==> config.mk <==
export PLATFORM = sky130hd
export DESIGN_NAME = imem_port_ctrl
export DESIGN_NICKNAME = d
export VERILOG_FILES = /design/src/rtl/imem_port_ctrl.sv
export SDC_FILE = /design/constraint.sdc
export NUM_CORES = 1
export LEC_CHECK = 0
export CAP_MARGIN = 20
export CORE_AREA = 2 2 90 92
export CTS_BUF_LIST = sky130_fd_sc_hd__clkbuf_4 sky130_fd_sc_hd__clkbuf_8
export CTS_CLUSTER_DIAMETER = 40
export DETAILED_ROUTE_END_ITERATION = 8
export DIE_AREA = 0 0 92 94
export PLACE_DENSITY = 0.9
export SLEW_MARGIN = 30
export SYNTH_ARGS = -nofsm -noshare
export SYNTH_HDL_FRONTEND = slang
export SYNTH_SLANG_ARGS = --single-unit
export TNS_END_PERCENT = 10
==> constraint.sdc <==
create_clock -name clk -period 2.5 [get_ports clk]
set_clock_uncertainty 0.2 [all_clocks]
set_input_delay 0.625 -clock clk [delete_from_list [all_inputs] [get_ports clk]]
set_output_delay 0.625 -clock clk [all_outputs]
set_load 0.01 [all_outputs]
==> src/rtl/imem_port_ctrl.sv <==
// Instruction memory port controller: shares one single-port array between
// core fetch (read) and the program loader (write), with boot sequencing.
module imem_port_ctrl #(
    parameter int          DEPTH_WORDS = 64,
    parameter int          MAX_BURST   = 4,
    parameter bit          BOOT_SKIP   = 1'b0,
    parameter logic [31:0] NOP_INSTR   = 32'h0000_0013
) (
    input  logic        clk,
    input  logic        reset,
    input  logic        f_req,
    input  logic [31:0] f_addr,
    output logic        f_ready,
    output logic        f_valid,
    output logic [31:0] f_rdata,
    input  logic        ld_req,
    input  logic [31:0] ld_addr,
    input  logic [31:0] ld_wdata,
    output logic        ld_ack,
    input  logic        ld_done,
    output logic [31:0] mem_a,
    output logic        mem_we,
    output logic [31:0] mem_wd,
    input  logic [31:0] mem_rd,
    output logic        core_run,
    output logic        ld_err
);

    localparam int BW = $clog2(MAX_BURST + 1);
    localparam logic [BW-1:0] BMAX = BW'(MAX_BURST);

    typedef enum logic {BOOT, RUN} state_e;
    localparam state_e RST_STATE = BOOT_SKIP ? RUN : BOOT;

    state_e        state_q, state_d;
    logic [BW-1:0] burst_q, burst_d;
    logic          core_run_q;
    logic          f_valid_q;
    logic [31:0]   f_rdata_q;
    logic          ld_err_q;

    logic ld_gnt, f_gnt;
    logic ld_ok, f_in_range;
    logic unused_addr_lsb;

    assign unused_addr_lsb = ^f_addr[1:0];

    assign ld_ok = (ld_addr[1:0] == 2'b00)
                && ({2'b00, ld_addr[31:2]} < 32'(DEPTH_WORDS));
    assign f_in_range = {2'b00, f_addr[31:2]} < 32'(DEPTH_WORDS);

    // Loader wins unless it has already starved a waiting fetch MAX_BURST times.
    always_comb begin
        ld_gnt  = 1'b0;
        f_gnt   = 1'b0;
        state_d = state_q;
        burst_d = burst_q;
        if (!reset) begin
            if (state_q == BOOT) begin
                ld_gnt = ld_req;
                if (ld_done) state_d = RUN;
            end else if (ld_req && !(f_req && burst_q == BMAX)) begin
                ld_gnt = 1'b1;
            end else if (f_req) begin
                f_gnt = 1'b1;
            end
            if (ld_gnt && f_req)
                burst_d = (burst_q == BMAX) ? BMAX : burst_q + BW'(1);
            else if (!ld_gnt)
                burst_d = '0;
        end
    end

    always_comb begin
        mem_a  = '0;
        mem_we = 1'b0;
        mem_wd = '0;
        unique case (1'b1)
            ld_gnt: begin
                mem_a  = ld_addr;
                mem_we = ld_ok;
                mem_wd = ld_wdata;
            end
            f_gnt: begin
                mem_a = {f_addr[31:2], 2'b00};
            end
            default: ;
        endcase
    end

    always_ff @(posedge clk) begin
        if (reset) begin
            state_q    <= RST_STATE;
            burst_q    <= '0;
            core_run_q <= BOOT_SKIP;
            f_valid_q  <= 1'b0;
            f_rdata_q  <= '0;
            ld_err_q   <= 1'b0;
        end else begin
            state_q    <= state_d;
            burst_q    <= burst_d;
            core_run_q <= (state_q == RUN);
            f_valid_q  <= f_gnt;
            if (f_gnt)
                f_rdata_q <= f_in_range ? mem_rd : NOP_INSTR;
            if (ld_gnt && !ld_ok)
                ld_err_q <= 1'b1;
        end
    end

    assign f_ready  = f_gnt;
    assign ld_ack   = ld_gnt;
    assign f_valid  = f_valid_q;
    assign f_rdata  = f_rdata_q;
    assign core_run = core_run_q;
    assign ld_err   = ld_err_q;

endmodule

==> metrics.cfg <==
[run_status]
outcome = finished with violations
violations = negative setup slack

[cts]
tritoncts = built
cts_buffers = 5
cts_buffer_depth = 2
h-tree-depth = 2
clockRootBuffer = clkbuf_8
cts.sinks = 39
clk_pin_slew_ps = 70
postCtsHoldBufs = 0
worstSkewPairLatency_ps = 280

[yosys]
synth_cell_types = 29
syn_area_per_cell_sq_um = 9.17
syn_inst = 239
syn-num-nets = 374
synth-seq-area-share = 0.356
yosysWarnings = 0
yosys_register_bits = 39
synth_area_sq_mm = 0.00219

[global_route]
grt_use_total = 0.277
grt_max_degree = 55
antenna_found_initial = 0
overflow = 0
first_global_vias = 3499
grt_pass1_wl_um = 18700

[setup_path]
cp_slowest_cell = clkdlybuf4s50_1
reg2reg_to = f_rdata[31]
reg2reg_slack_ps = 180
max_stage_delay_ps = 470
start_kind = input port
r2r-start = burst_q[0]
cp.depth = 5
path_buf_inv = 2
cp_max_fo = 2
crit_chain = clkdlybuf4s50_1 -> nor4_2 -> nand3_1 -> nor3_2 -> buf_2
cp-end-kind = primary output
path_class = in2out
cp_top_family = simple AND/OR/NAND/NOR gates
ff2ff_path_depth = 11
required_ps = 1670
worstPathArrival_ps = 1920

[die]
core_area_sq_mm = 0.00761
die_h_um = 94
initial_core_util = 0.288
die_w_um = 92
std_cell_rows = 32
dieArea_sq_mm = 0.00865
num_io_pins = 235

[place]
numPlacedInstances = 599
hpwl_um = 8550
routabilityCongestion = 0.892
io_buffers = 232

[layout]
final_common_cell = clkdlybuf4s50_1
instances_no_fill = 647
utilization = 0.728
nNetsFinal = 679
drive_above_1_share = 0.440
num_antenna_cells = 0
final_cell_mix = clkdlybuf4s50_1 (154), buf_4 (63), buf_2 (46), dfxtp_1 (37), buf_6 (33)
syn2layout_area_growth_pct = 153
fillerInstances = 528

[routing]
detail_route.vias_per_cell = 5.11
routed-via-count = 3308
drt-initial-drc-count = 85
drc_errors = 0
drt-met1-wl_um = 4490
wl_per_cell_um = 19.1
drt-pass1-iter-count = 4
wl_met3_um = 1170
drtAntennaViolNets = 0
drt_wl_total_um = 12300
top_layer_used = met4
met2_length_um = 6260

[power_and_ir_drop]
power_density_mw_per_mm2 = 301
power.leakage_nw = 2.46
max-vdd-ir-drop_mv = 0.329

[sta]
setup_ws_ps = -243
slew_headroom = 0.756
slew_viol_final = 0
fmax_ghz = 0.365
fin_crit_sh = 1.10
whs_ps = 293
hold_viol_final = 0
rsz0062_at_grt = yes
setup_violations = 67
tightestPinTransition_ps = 367
layout_min_cycle_time_ps = 2740

[hold_path]
hold_depth = 1
hp-start = ld_err
whs_endpoint = ld_err
hold_path_class = reg2reg

[job]
drv_cap = 0

## cells by family (layout without fill, tap and decap cells)
logic type               count (synthesis)  in the layout  synth area share
AO/OA/AOI/OAI                           69             69             0.265
adder cells (fa/ha/maj)                  2              2            0.0114
buffers and inverters                   28            334            0.0737
flip-flops                              39             39             0.356
multiplexers                             2              2           0.00971
AND/OR/NAND/NOR                         99             99             0.284
## synthesized netlist by cell type (all sizes together)
library cell	count	area (sq um)
dfxtp	39	781
and2	34	213
a22o	30	263
a31o	29	254
nor3b	29	218
buf	18	121
nor4	12	75.1
nor2	8	30.0
a21oi	7	35.0
clkbuf	6	25.0
nand2	5	21.3
nor3	5	25.0
inv	4	15.0
a211oi	2	20.0
ha	2	25.0
nand4	2	12.5
and4b	1	10.0
mux2	1	11.3
mux2i	1	10.0
nand3	1	5.00
nor2b	1	6.26
o2bb2ai	1	8.76
or2	1	6.26
## how the worst max path moves through the flow
stage	from	endpoint
2_1_floorplan	reset	mem_wd[5]
3_3_place_gp	reset	mem_a[8]
3_5_place_dp	reset	mem_a[8]
4_1_cts	ld_addr[14]	mem_we
5_1_grt	burst_q[0]	mem_a[24]
6_report	ld_addr[20]	mem_we
## area by class of cell
class | instances | area, sq um | area share
timing repair buffer | 322 | 3120 | 0.563
multi-input combinational | 172 | 1390 | 0.252
sequential | 39 | 783 | 0.141
tap | 102 | 128 | 0.0230
clock buffer | 7 | 83.8 | 0.0151
inverter | 4 | 30.0 | 0.00542
clock inverter | 1 | 5.00 | 0.000903
## repair_timing
item	in CTS	in global routing
pin swaps	56	11
gates cloned	9	0
resized for setup	350	20
endpoints found under the setup margin	94	100
buffers inserted	30	1
## flip-flops by register name, indices dropped and copies added, names as in the netlist
register and cells:
burst_q 3, core_run 1, f_rdata 32, f_valid 1, ld_err 1, state_q 1
## metal layers
layer / track usage / vias to the layer above
li1: - / 1510
met3: 0.0955 / 37
met5: 0 / -
met1: 0.296 / 1576
met2: 0.498 / 185
met4: 0.116 / 0
## report_power, final
| part | total, mW | switching, mW | internal (mW) |
|---|---|---|---|
| sequential | 0.632 | 0.00373 | 0.628 |
| clock | 0.428 | 0.211 | 0.218 |
| combinational | 0.605 | 0.213 | 0.392 |
| total | 1.67 | 0.428 | 1.24 |
## through the flow
step | worst slack (ps) | area (sq um) | TNS, ps | power, mW
3_5_place_dp | -862 | 4940 | -65010 | 1.16
3_3_place_gp | -843 | 4940 | -63210 | 1.15
5_1_grt | -295 | 5540 | -13980 | 1.74
2_1_floorplan | -17.3 | 2260 | -203 | 0.777
6_report | -243 | 5540 | -8160 | 1.67
4_1_cts | -251 | 5460 | -8990 | 1.66
## worst reg2reg max path, cell delays in order, from the launching register on
cell      delay, ps
dfxtp_2         330
inv_2            70
ha_4            140
nand2_4          50
buf_6           120
a211oi_4        280
buf_6           160
buf_6           110
buf_4           110
buf_6           310
nor3b_1         120
a31o_2          220
Note: power is estimated with default switching activity, not from simulation.
==> RTL change 1, RTL diff (same settings) <==
Set the parameter `MAX_BURST` to 8 (it was 4).
--- a/src/rtl/imem_port_ctrl.sv
+++ b/src/rtl/imem_port_ctrl.sv
@@ -4,3 +4,3 @@
     parameter int          DEPTH_WORDS = 64,
-    parameter int          MAX_BURST   = 4,
+    parameter int          MAX_BURST   = 8,
     parameter bit          BOOT_SKIP   = 1'b0,
Check against the original RTL: not equivalent (Yosys sat finds a counterexample within 10 cycles, from zero or initial values and one cycle with reset high).
==> RTL change 1 against the original RTL <==
The run still ends with setup timing left. Sequential power grew 2%. Wire length decreased by 2.5%. Area after synthesis grew 3.1%. Synthesized cell count up 2.1%. Final area shrank 3.3%. Sequential cell count is 1 higher. Non-clock buffer count is 22 lower. Power about the same. Worst setup slack got worse by 0.11 ns. Core utilization decreased by 2.4 points.
==> RTL change 1: results (changes against the original RTL) <==
Via/cell ratio: 5.00 (was 5.11)
Worst Reg-to-Reg Cells: 10 (was 11)
Final #Nets: 661 (was 679)
Total GRT Usage: 25.8% (was 27.7%)
Worst Hold End: ld_err$_SDFFE_PP0P_ (unchanged)
DRT iter0 DRCs: 108 (was 85)
P_leak: 2.32 nW (was 2.46 nW)
Via Count: 3143 (was 3308)
Largest net degree at the start of global routing: 63 (was 55)
H-tree depth: 2 (unchanged)
Sequential share of the synthesized area: 35.5% (was 35.6%)
Worst reg2reg endpoint: f_rdata[27]$_SDFFE_PP0P_ (was f_rdata[31]$_SDFFE_PP0P_)
Syn nets: 379 (was 374)
Worst hold slack: 0.301 ns (was 0.293 ns)
Synthesized netlist cell count: 244 (was 239)
Netlist cell types: 31 (was 29)
Critical path's top delay family: buffers and inverters (was simple AND/OR/NAND/NOR gates)
Final setup violation count: 67 (unchanged)
Vias in the first global route: 3236 (was 3499)
Crit path DAT: 2.03 ns (was 1.92 ns)
Outcome: finished, violations left (unchanged)
WHS Path Cells: 1 (unchanged)
Worst hold start: ld_err$_SDFFE_PP0P_ (unchanged)
Inserted Clock Buffers: 5 (unchanged)
Synth top cells by count: 40 x dfxtp_1, 34 x and2_1, 30 x a22o_1 (was 39 x dfxtp_1, 34 x and2_1, 30 x a22o_1)
Ranking of synthesized cells by area: dfxtp_1 35%, a22o_1 12%, a31o_1 11% (was dfxtp_1 36%, a22o_1 12%, a31o_2 12%)
Setup WS post-layout: -0.352 ns (was -0.243 ns)
Worst path max stage delay: 0.34 ns (was 0.47 ns)
Router iterations before antenna repair: 4 (unchanged)
Maximum vdd drop: 304 µV (was 329 µV)
Worst-Margin Slew: 0.403 ns (was 0.367 ns)
Wire length per cell: 19.1 µm (about the same)
HPWL Detailed: 8430 µm (was 8550 µm)
Pre-CTS setup slack: -0.996 ns (was -0.862 ns)
Hold Path Class: register to register (unchanged)
Fraction of layout cells with a size suffix above 1: 37.2% (was 44.0%)
Final RePlAce weighted congestion: 0.782 (was 0.892)
Critical path peak fanout: 6 (was 2)
Failing checks: setup timing (unchanged)
Global-route wire length before repair: 17200 µm (was 18700 µm)
Placed Cells: 601 (was 599)
Slowest cell on the critical path: o311ai_4 (was clkdlybuf4s50_1)
Synthesis Warnings: 0 (unchanged)
Setup slack, reg-to-reg: 0.19 ns
Worst skew pair latency: 0.28 ns (about the same)
-- RTL change 1: changes by cell type after synthesis, moves of 3 or more --
cell / unedited run / this run
a31o_1: 0 / 29
buf_4: 10 / 4
nor3_1: 5 / 2
a31o_2: 29 / 0
clkbuf_1: 4 / 10
inv_1: 3 / 6
a31oi_1: 0 / 3
o21ai_0: 0 / 3
a21oi_1: 7 / 1
-- RTL change 1: per-stage QoR --
step / setup TNS (ns) / utilization, % / cell area, µm²
finish: -16.25 / 70.4 / 5360
global route: -19.59 / 70.4 / 5360
CTS: -19.66 / 69.0 / 5250
detailed placement: -77.64 / 66.4 / 5050
global placement: -70.80 / 66.4 / 5050
floorplan: 0 / - / 2360
-- RTL change 1: area by class of cell --
cell class              instances  area [µm²]
clock buffers                   7        90.1
clock inverters                 1        7.51
fillers                       563        2250
flip-flops and latches         40         803
well taps                     102         128
multi-input cells             172        1450
repair buffers                300        2850
inverters                       7        28.8
-- RTL change 1: worst max-delay path by stage --
stage | startpoint | end | slack, ns | cells past startpoint
after floorplan | reset | mem_a[10] | 0.003 | 7
after global placement | f_req | mem_a[24] | -0.92 | 6
after detailed placement | f_req | mem_a[10] | -1.0 | 7
after CTS | burst_q[1]$_SDFFE_PP0P_ | mem_a[20] | -0.36 | 10
after global routing | ld_addr[8] | mem_we | -0.42 | 5
final | f_req | mem_a[6] | -0.35 | 9
-- RTL change 1: kinds of logic (layout without fill, tap and decap cells) --
family	count (synthesis)	in the layout	synth area share (%)
compound gates	70	70	27.0
xor+xnor	2	2	0.776
fa+ha+maj	2	2	1.11
buf+inv	32	315	7.42
flops	40	40	35.5
mux	1	1	0.443
simple gates	97	97	27.8
-- RTL change 1: repair_timing --
action | 4_1_cts | 5_1_grt
hold buffers | 0 | 0
pin swaps | 16 | 23
endpoints found under the setup margin | 98 | 98
gates resized for setup | 305 | 32
hold endpoints to repair | 0 | 0
gates cloned | 5 | 1
buffers inserted | 13 | 4
-- RTL change 1: metal layers --
| layer | vias to the layer above | routed length, µm | global-route usage, % |
|---|---|---|---|
| met2 | 157 | 6010 | 45.6 |
| met5 | - | 0 | 0 |
| li1 | 1477 | - | - |
| met4 | 0 | 317 | 7.71 |
| met1 | 1482 | 4510 | 29.2 |
| met3 | 27 | 1190 | 9.39 |
-- RTL change 1: worst register-to-register path, delay by kind of cell, from the launching register on --
family                     cells  cell delay [ns]
buffers and inverters          5             0.82
AOI/OAI and AO/OA              2             0.47
and+or+nand+nor                2             0.25
adders and majority gates      1             0.16
DFF                            1             0.33
-- RTL change 1: report_power, final --
part	total [W]	internal [W]	switching, W
Sequential	0.000647	0.000643	0.00000420
Combinational	0.000559	0.000361	0.000198
Clock	0.000461	0.000235	0.000225
Total	0.00167	0.00124	0.000428
==> RTL change 2, RTL diff (same flow settings) <==
Without the edit above. Reset style: asynchronous (`reset`), changed in one clocked block.
--- a/src/rtl/imem_port_ctrl.sv
+++ b/src/rtl/imem_port_ctrl.sv
@@ -90,3 +90,3 @@
 
-    always_ff @(posedge clk) begin
+    always_ff @(posedge clk or posedge reset) begin
         if (reset) begin
Behaviour: differs if reset is asserted again (counterexample within 4 cycles, from zero or initial values and one cycle with reset high); with reset held inactive, the same outputs for 10 cycles.
==> RTL change 2 against the original RTL <==
The run still ends with setup timing left. Critical path type unchanged. Power fell by 3.9%. Final area shrank 9.6%. Sequential cell count unchanged. Worst setup slack improved by 0.088 ns. Via count fell by 13%. Wire length shrank 9.8%. Core utilization shrank 7.0 points. Clock power is 4.9% lower. Area after synthesis decreased by 3.6%.
==> RTL change 2: results (changes against the original RTL) <==
Outcome: finished, violations left (unchanged)
Post-synthesis mux area share: 0% (was 0.971%)
Setup slack, reg-to-reg: 0.23 ns (was 0.18 ns)
Total GRT Usage: 23.4% (was 27.7%)
Crit path DAT: 1.83 ns (was 1.92 ns)
GR Util met2: 39.3% (was 49.8%)
Placed Cells: 564 (was 599)
Worst reg2reg endpoint: f_rdata[16]$_DFFE_PP0P_ (was f_rdata[31]$_SDFFE_PP0P_)
Worst hold start: f_rdata[30]$_DFFE_PP0P_ (was ld_err$_SDFFE_PP0P_)
Final #Nets: 613 (was 679)
Failing checks: setup timing (unchanged)
Clk_buf instances: 5 (was 7)
Critical path's top delay family: buffers and inverters (was simple AND/OR/NAND/NOR gates)
Most common cell in the netlist: a22o_1 (was dfxtp_1)
RR Startpoint: burst_q[0]$_DFFE_PP0P_ (was burst_q[0]$_SDFFE_PP0P_)
Worst path max stage delay: 0.43 ns (was 0.47 ns)
Final RePlAce weighted congestion: 0.859 (was 0.892)
Wire length on met3: 1000 µm (was 1170 µm)
Wire length per cell: 19.2 µm (was 19.1 µm)
Filler cells: 575 (was 528)
Footprint of the multi-input gates: 1130 µm² (was 1390 µm²)
Multi-input comb cells: 139 (was 172)
DR WL met2: 5500 µm (was 6260 µm)
HPWL Detailed: 8060 µm (was 8550 µm)
Met3 Use GR: 8.03% (was 9.55%)
Worst hold slack: 0.308 ns (was 0.293 ns)
Via/cell ratio: 4.93 (was 5.11)
Final setup violation count: 40 (was 67)
Pre-CTS setup slack: -0.826 ns (was -0.862 ns)
Setup WS post-layout: -0.155 ns (was -0.243 ns)
[RTL change 2: changes by cell type in the layout (fill, tap and decap cells not counted), sizes merged, moves of 4 or more]
cell | unedited run | this run
dfrtp | 0 | 39
a31o | 29 | 0
buf | 160 | 116
nor3b | 29 | 0
dlygate4sd2 | 0 | 10
a22o | 30 | 60
inv | 3 | 7
clkdlybuf4s50 | 154 | 142
clkdlybuf4s15 | 0 | 4
dfxtp | 39 | 0
[RTL change 2: worst max path at each step]
stage	start	end	slack, ns
3_5_place_dp	ld_req	mem_a[27]	-0.83
4_1_cts	burst_q[0]$_DFFE_PP0P_	mem_a[3]	-0.26
6_report	ld_addr[23]	mem_we	-0.16
3_3_place_gp	f_req	mem_a[9]	-0.81
5_1_grt	burst_q[0]$_DFFE_PP0P_	mem_a[30]	-0.23
2_1_floorplan	ld_req	mem_a[12]	0.06
[RTL change 2: where the power goes]
group,internal (W),switching [W]
Sequential,0.000635,0.00000361
Combinational,0.000347,0.000208
Clock,0.000191,0.000216
Total,0.00117,0.000428
